==> src/rtl/cflog_drain.sv <==
// cflog_drain: reader side of the CF-Log buffer.
// On a rising flush edge it snapshots the log pointer, emits an entry-count
// header, streams every logged 16-bit entry over valid/ready, then pulses
// log_clear so the monitor can restart logging.
module cflog_drain #(
  parameter logic [15:0] LOG_BASE = 16'h0000,
  parameter logic [15:0] LOG_SIZE = 16'h0100,
  parameter int          RD_LAT   = 1
) (
  input  logic        clk,
  input  logic        reset_n,
  input  logic        flush,
  input  logic [15:0] log_ptr,
  output logic        mem_rd_en,
  output logic [15:0] mem_addr,
  input  logic [15:0] mem_rdata,
  output logic [15:0] out_data,
  output logic        out_valid,
  input  logic        out_ready,
  output logic        busy,
  output logic        log_clear
);

  typedef enum logic [2:0] {
    IDLE,
    HDR,
    RD,
    WT,
    TX,
    DONE
  } state_t;

  // Index of the last wait cycle; RAM data is sampled in that cycle.
  localparam logic [1:0] WT_LAST = 2'(RD_LAT - 1);

  state_t      state;
  logic        flush_q;
  logic [15:0] cnt_q;
  logic [14:0] idx_q;
  logic [1:0]  wt_cnt;

  logic        start;
  logic [15:0] clamped_ptr;
  logic [15:0] snap_cnt;
  logic [14:0] idx_nxt;
  logic        last_entry;

  // Start detection, pointer clamp and next-entry bookkeeping.
  always_comb begin
    start       = flush & ~flush_q & (state == IDLE);
    clamped_ptr = (log_ptr > LOG_SIZE) ? LOG_SIZE : log_ptr;
    snap_cnt    = clamped_ptr >> 1;
    idx_nxt     = idx_q + 15'd1;
    last_entry  = ({1'b0, idx_nxt} == cnt_q);
  end

  // Delayed copy of flush so only a rising edge starts a drain.
  always_ff @(posedge clk or negedge reset_n) begin
    if (!reset_n) begin
      flush_q <= 1'b0;
    end else begin
      flush_q <= flush;
    end
  end

  // Drain sequencer with registered stream, RAM and status outputs.
  always_ff @(posedge clk or negedge reset_n) begin
    if (!reset_n) begin
      state     <= IDLE;
      cnt_q     <= 16'h0000;
      idx_q     <= 15'd0;
      wt_cnt    <= 2'd0;
      mem_rd_en <= 1'b0;
      mem_addr  <= 16'h0000;
      out_data  <= 16'h0000;
      out_valid <= 1'b0;
      busy      <= 1'b0;
      log_clear <= 1'b0;
    end else begin
      case (state)
        IDLE: begin
          if (start) begin
            cnt_q     <= snap_cnt;
            idx_q     <= 15'd0;
            out_data  <= snap_cnt;
            out_valid <= 1'b1;
            busy      <= 1'b1;
            state     <= HDR;
          end
        end

        HDR: begin
          if (out_ready) begin
            out_valid <= 1'b0;
            if (cnt_q == 16'h0000) begin
              log_clear <= 1'b1;
              state     <= DONE;
            end else begin
              mem_rd_en <= 1'b1;
              mem_addr  <= LOG_BASE;
              state     <= RD;
            end
          end
        end

        RD: begin
          mem_rd_en <= 1'b0;
          wt_cnt    <= 2'd0;
          state     <= WT;
        end

        WT: begin
          if (wt_cnt == WT_LAST) begin
            out_data  <= mem_rdata;
            out_valid <= 1'b1;
            state     <= TX;
          end else begin
            wt_cnt <= wt_cnt + 2'd1;
          end
        end

        TX: begin
          if (out_ready) begin
            out_valid <= 1'b0;
            if (last_entry) begin
              log_clear <= 1'b1;
              state     <= DONE;
            end else begin
              idx_q     <= idx_nxt;
              mem_rd_en <= 1'b1;
              mem_addr  <= LOG_BASE + {idx_nxt, 1'b0};
              state     <= RD;
            end
          end
        end

        DONE: begin
          log_clear <= 1'b0;
          busy      <= 1'b0;
          state     <= IDLE;
        end

        default: begin
          mem_rd_en <= 1'b0;
          out_valid <= 1'b0;
          busy      <= 1'b0;
          log_clear <= 1'b0;
          state     <= IDLE;
        end
      endcase
    end
  end

endmodule

==> config.mk <==
export PLATFORM = sky130hd
export DESIGN_NAME = cflog_drain
export DESIGN_NICKNAME = d
export VERILOG_FILES = /design/src/rtl/cflog_drain.sv
export SDC_FILE = /design/constraint.sdc
export NUM_CORES = 1
export LEC_CHECK = 0
export ABC_AREA = 0
export BUFFER_PORTS_ARGS = -buffer_cell sky130_fd_sc_hd__buf_2
export CELL_PAD_IN_SITES_DETAIL_PLACEMENT = 0
export CELL_PAD_IN_SITES_GLOBAL_PLACEMENT = 1
export CORE_UTILIZATION = 42
export DETAILED_ROUTE_END_ITERATION = 16
export GPL_ROUTABILITY_DRIVEN = 1
export PLACE_DENSITY_LB_ADDON = 0.1
export SYNTH_ARGS = -nofsm -noshare
export SYNTH_HDL_FRONTEND = slang
export SYNTH_SLANG_ARGS = --single-unit
==> constraint.sdc <==
create_clock -name clk -period 3.45 [get_ports clk]
set_input_delay 0.69 -clock clk [delete_from_list [all_inputs] [get_ports clk]]
set_output_delay 0.69 -clock clk [all_outputs]
set_load 0.03 [all_outputs]
==> flow_summary.yaml <==
run_status:
  status: "finished, final reports clean"
flow_run:
  cap_violations: 0
yosys:
  synth_cell_types: 54
  synth_ff_type: "dfrtp_1"
  ys_async_sr_fraction_pct: 100
  ys_seq_elements: 71
  synth_top_area_cell: "dfrtp_1"
  yosys_warnings: 0
  ys_top_cells_by_area: "dfrtp_1 (48%), nand2_1 (5.8%), nand3_1 (3.9%), o21ai_0 (3.9%), a22o_1 (2.8%)"
  avgSynthCellArea_um2: 9.41
  synth_top_area_share_pct: 48.0
  synth-edff-count: 0
  postSynthCellCount: 393
  synth_fp_nets: 431
  ys_seq_area_share_pct: 48.0
  synth_area_um2: 3700
timing:
  fin_crit_sh_pct: 90.7
  slew_viol_final: 0
  period_needed_ns: 3.13
  final.setup.tns_ns: 0
  relSlewSlack_pct: 46.2
  worst_pin_slew_ns: 0.807
  finalSetupViolations: 0
  fmax_mhz: 320
  setup_slack_ns: 0.322
  rsz0062_at_grt: "no"
  clock_skew_ns: 0.00502
  hold_viol_final: 0
placement:
  gp_congestion: 0.819
  place_inst: 552
  place_area_um2: 4120
  place_ws_ns: 0.326
  dp_hpwl_mm: 6.27
  numPortBuffers: 70
route:
  drt-total-wl_mm: 8.88
  drt-initial-drc-count: 131
  post-route-drc-count: 0
  ant_nets: 0
  dr.pass1.iters: 4
  avgRoutedWirePerCell_um: 15.7
  dr_total_vias: 3082
  via_per_inst: 5.45
global_routing:
  grt_max_degree: 45
  antenna_found_initial: 0
  grt_use_total_pct: 21.2
  grt.overflow.total: 0
  grt_pass1_vias: 2921
  grt_pass1_wl_mm: 14.6
die:
  num_rows: 33
  ios: 72
  die_w_um: 95.9
  die_area_um2: 9190
  die_h_um: 95.9
  initial_core_util_pct: 44.1
  core_um2: 8380
worst_setup_path:
  arrival_ns: 3.36
  crit_path_start_kind: "flop"
  critPathRequiredTime_ns: 3.68
  critPathMaxFanout: 19
  criticalPathCategory: "flop to flop"
  endpoint_kind: "flop"
clock_tree:
  clk_path_buf_depth: 2
  cts_hold_buffers: 0
  clock-root-buffer: "clkbuf_8"
  post_cts_buffers: 0
  cts_buffers: 9
  cts_resized: 0
  cts.clk_slew.worst_paths_ns: 0.07
  clock_latency_ns: 0.34
  h-tree-depth: 3
  cts_tree: "yes"
  cts_sinks: 71
layout:
  drive_gt1_share_pct: 21.7
  design_area_um2: 4300
  fill_cells: 801
  diodes: 0
  final_cells: 566
  final_nets: 496
  syn2layout_area_growth_pct: 16.3
power:
  total_power_mw: 2.56
  p_per_area_nw_per_um2: 595
  peakVddDrop_v: 0.000333
  p_leak_nw: 2.18
min_path:
  hold_class: "input port to asynchronous set/reset pin"
## logic make-up after synthesis
kind of cell / after synthesis / share of synthesized area (%)
fa+ha+maj: 2 / 0.676
buf+inv: 34 / 4.84
simple gates: 160 / 21.2
mux: 2 / 0.575
other cells: 1 / 0.101
flops: 71 / 48.0
compound gates: 100 / 18.0
xor+xnor: 23 / 6.63
## power by group
group / internal, mW / switching, mW
Combinational: 0.272 / 0.577
Clock: 0.333 / 0.290
Sequential: 0.959 / 0.129
## cell usage after synthesis, types with 2 or more instances
library cell / instances
nor2_1: 25
and2_1: 8
nor3_1: 10
buf_2: 2
a31oi_1: 3
buf_8: 2
and3_1: 2
buf_4: 5
nand4_1: 3
o2111ai_1: 3
o21ai_1: 4
and4_1: 3
ha_1: 2
xnor2_1: 9
or4_4: 2
dfrtp_1: 71
xor2_1: 11
inv_1: 8
a22o_1: 12
a31o_1: 5
nor4_1: 7
o211ai_1: 2
a21oi_1: 14
o21ai_0: 29
a211oi_1: 2
o22ai_1: 2
a21o_1: 12
nand2_1: 57
clkbuf_1: 16
xor3_1: 2
o221ai_1: 2
nand3_1: 29
nor2b_1: 8
## layer usage
| layer | global-route usage (%) | vias up | part of all wire (%) |
|---|---|---|---|
| li1 | - | 1519 | - |
| met2 | 32.3 | 84 | 46 |
| met1 | 28.3 | 1464 | 47 |
| met4 | 7.21 | 0 | 2.1 |
| met3 | 6.95 | 15 | 5.0 |
| met5 | 0 | - | 0 |
## area by class of cell
class | instances | area (um^2) | area share (%)
inverters | 8 | 30.0 | 0.698
repair buffers | 80 | 438 | 10.2
well taps | 105 | 131 | 3.05
clock buffers | 14 | 183 | 4.25
flip-flops and latches | 71 | 1780 | 41.3
multi-input cells | 288 | 1740 | 40.5
## worst max-delay path, stage by stage (launching register included)
cell and delay, ns:
dfrtp_1 0.46, nand4_4 0.16, or4_4 0.56, xor2_1 0.19
a2111o_1 0.42, or4_4 0.44, o21ai_2 0.21, buf_4 0.27
a21oi_1 0.10, a31o_1 0.20
## state kept, by name (all words and copies together), names as in the netlist
signal and cells:
mem_rd_en 1, wt_cnt 2, out_valid 1, cnt_q 15, state 3, out_data 16, idx_q 15, log_clear 1
mem_addr 15, busy 1, flush_q 1
## metrics by stage
step                      util, %  hold WS, ns
after detailed placement     49.2        0.454
after floorplan                 -        0.394
after global placement       49.2        0.447
after global routing         51.3        0.409
after CTS                    51.3        0.380
final                        51.3        0.376
## final timing paths
| check | from | endpoint | slack [ns] | cells past startpoint |
|---|---|---|---|---|
| worst max-delay path | idx_q[6]$_DFFE_PN0P_ | mem_addr[8]$_DFFE_PN0P_ | 0.32 | 9 |
| worst min-delay path | reset_n | mem_addr[15]$_DFFE_PN0P_ | 0.38 | 1 |
| min in group clk | out_data[10]$_DFFE_PN0P_ | out_data[10]$_DFFE_PN0P_ | 0.46 | 2 |
| worst min register to register | out_data[10]$_DFFE_PN0P_ | out_data[10]$_DFFE_PN0P_ | 0.46 | 2 |
| worst max register to register | idx_q[6]$_DFFE_PN0P_ | mem_addr[8]$_DFFE_PN0P_ | 0.32 | 9 |
| max in group asynchronous | reset_n | out_data[4]$_DFFE_PN0P_ | 2.42 | 2 |
## cell usage in the layout (no fill, tap or decap), drive strengths merged, types with 3 or more instances in the layout
cell	n
nor2b	8
o2111ai	3
nor4	7
dfrtp	71
a21oi	14
nand3	29
inv	8
a21o	12
a31oi	3
nor3	10
nand4	4
and4	3
xor2	11
a31o	6
nor2	25
nand2	57
buf	80
xnor2	9
a22o	12
o21ai	34
and2	8
or4	3
clkbuf	14
(Power assumes the default switching activity.)
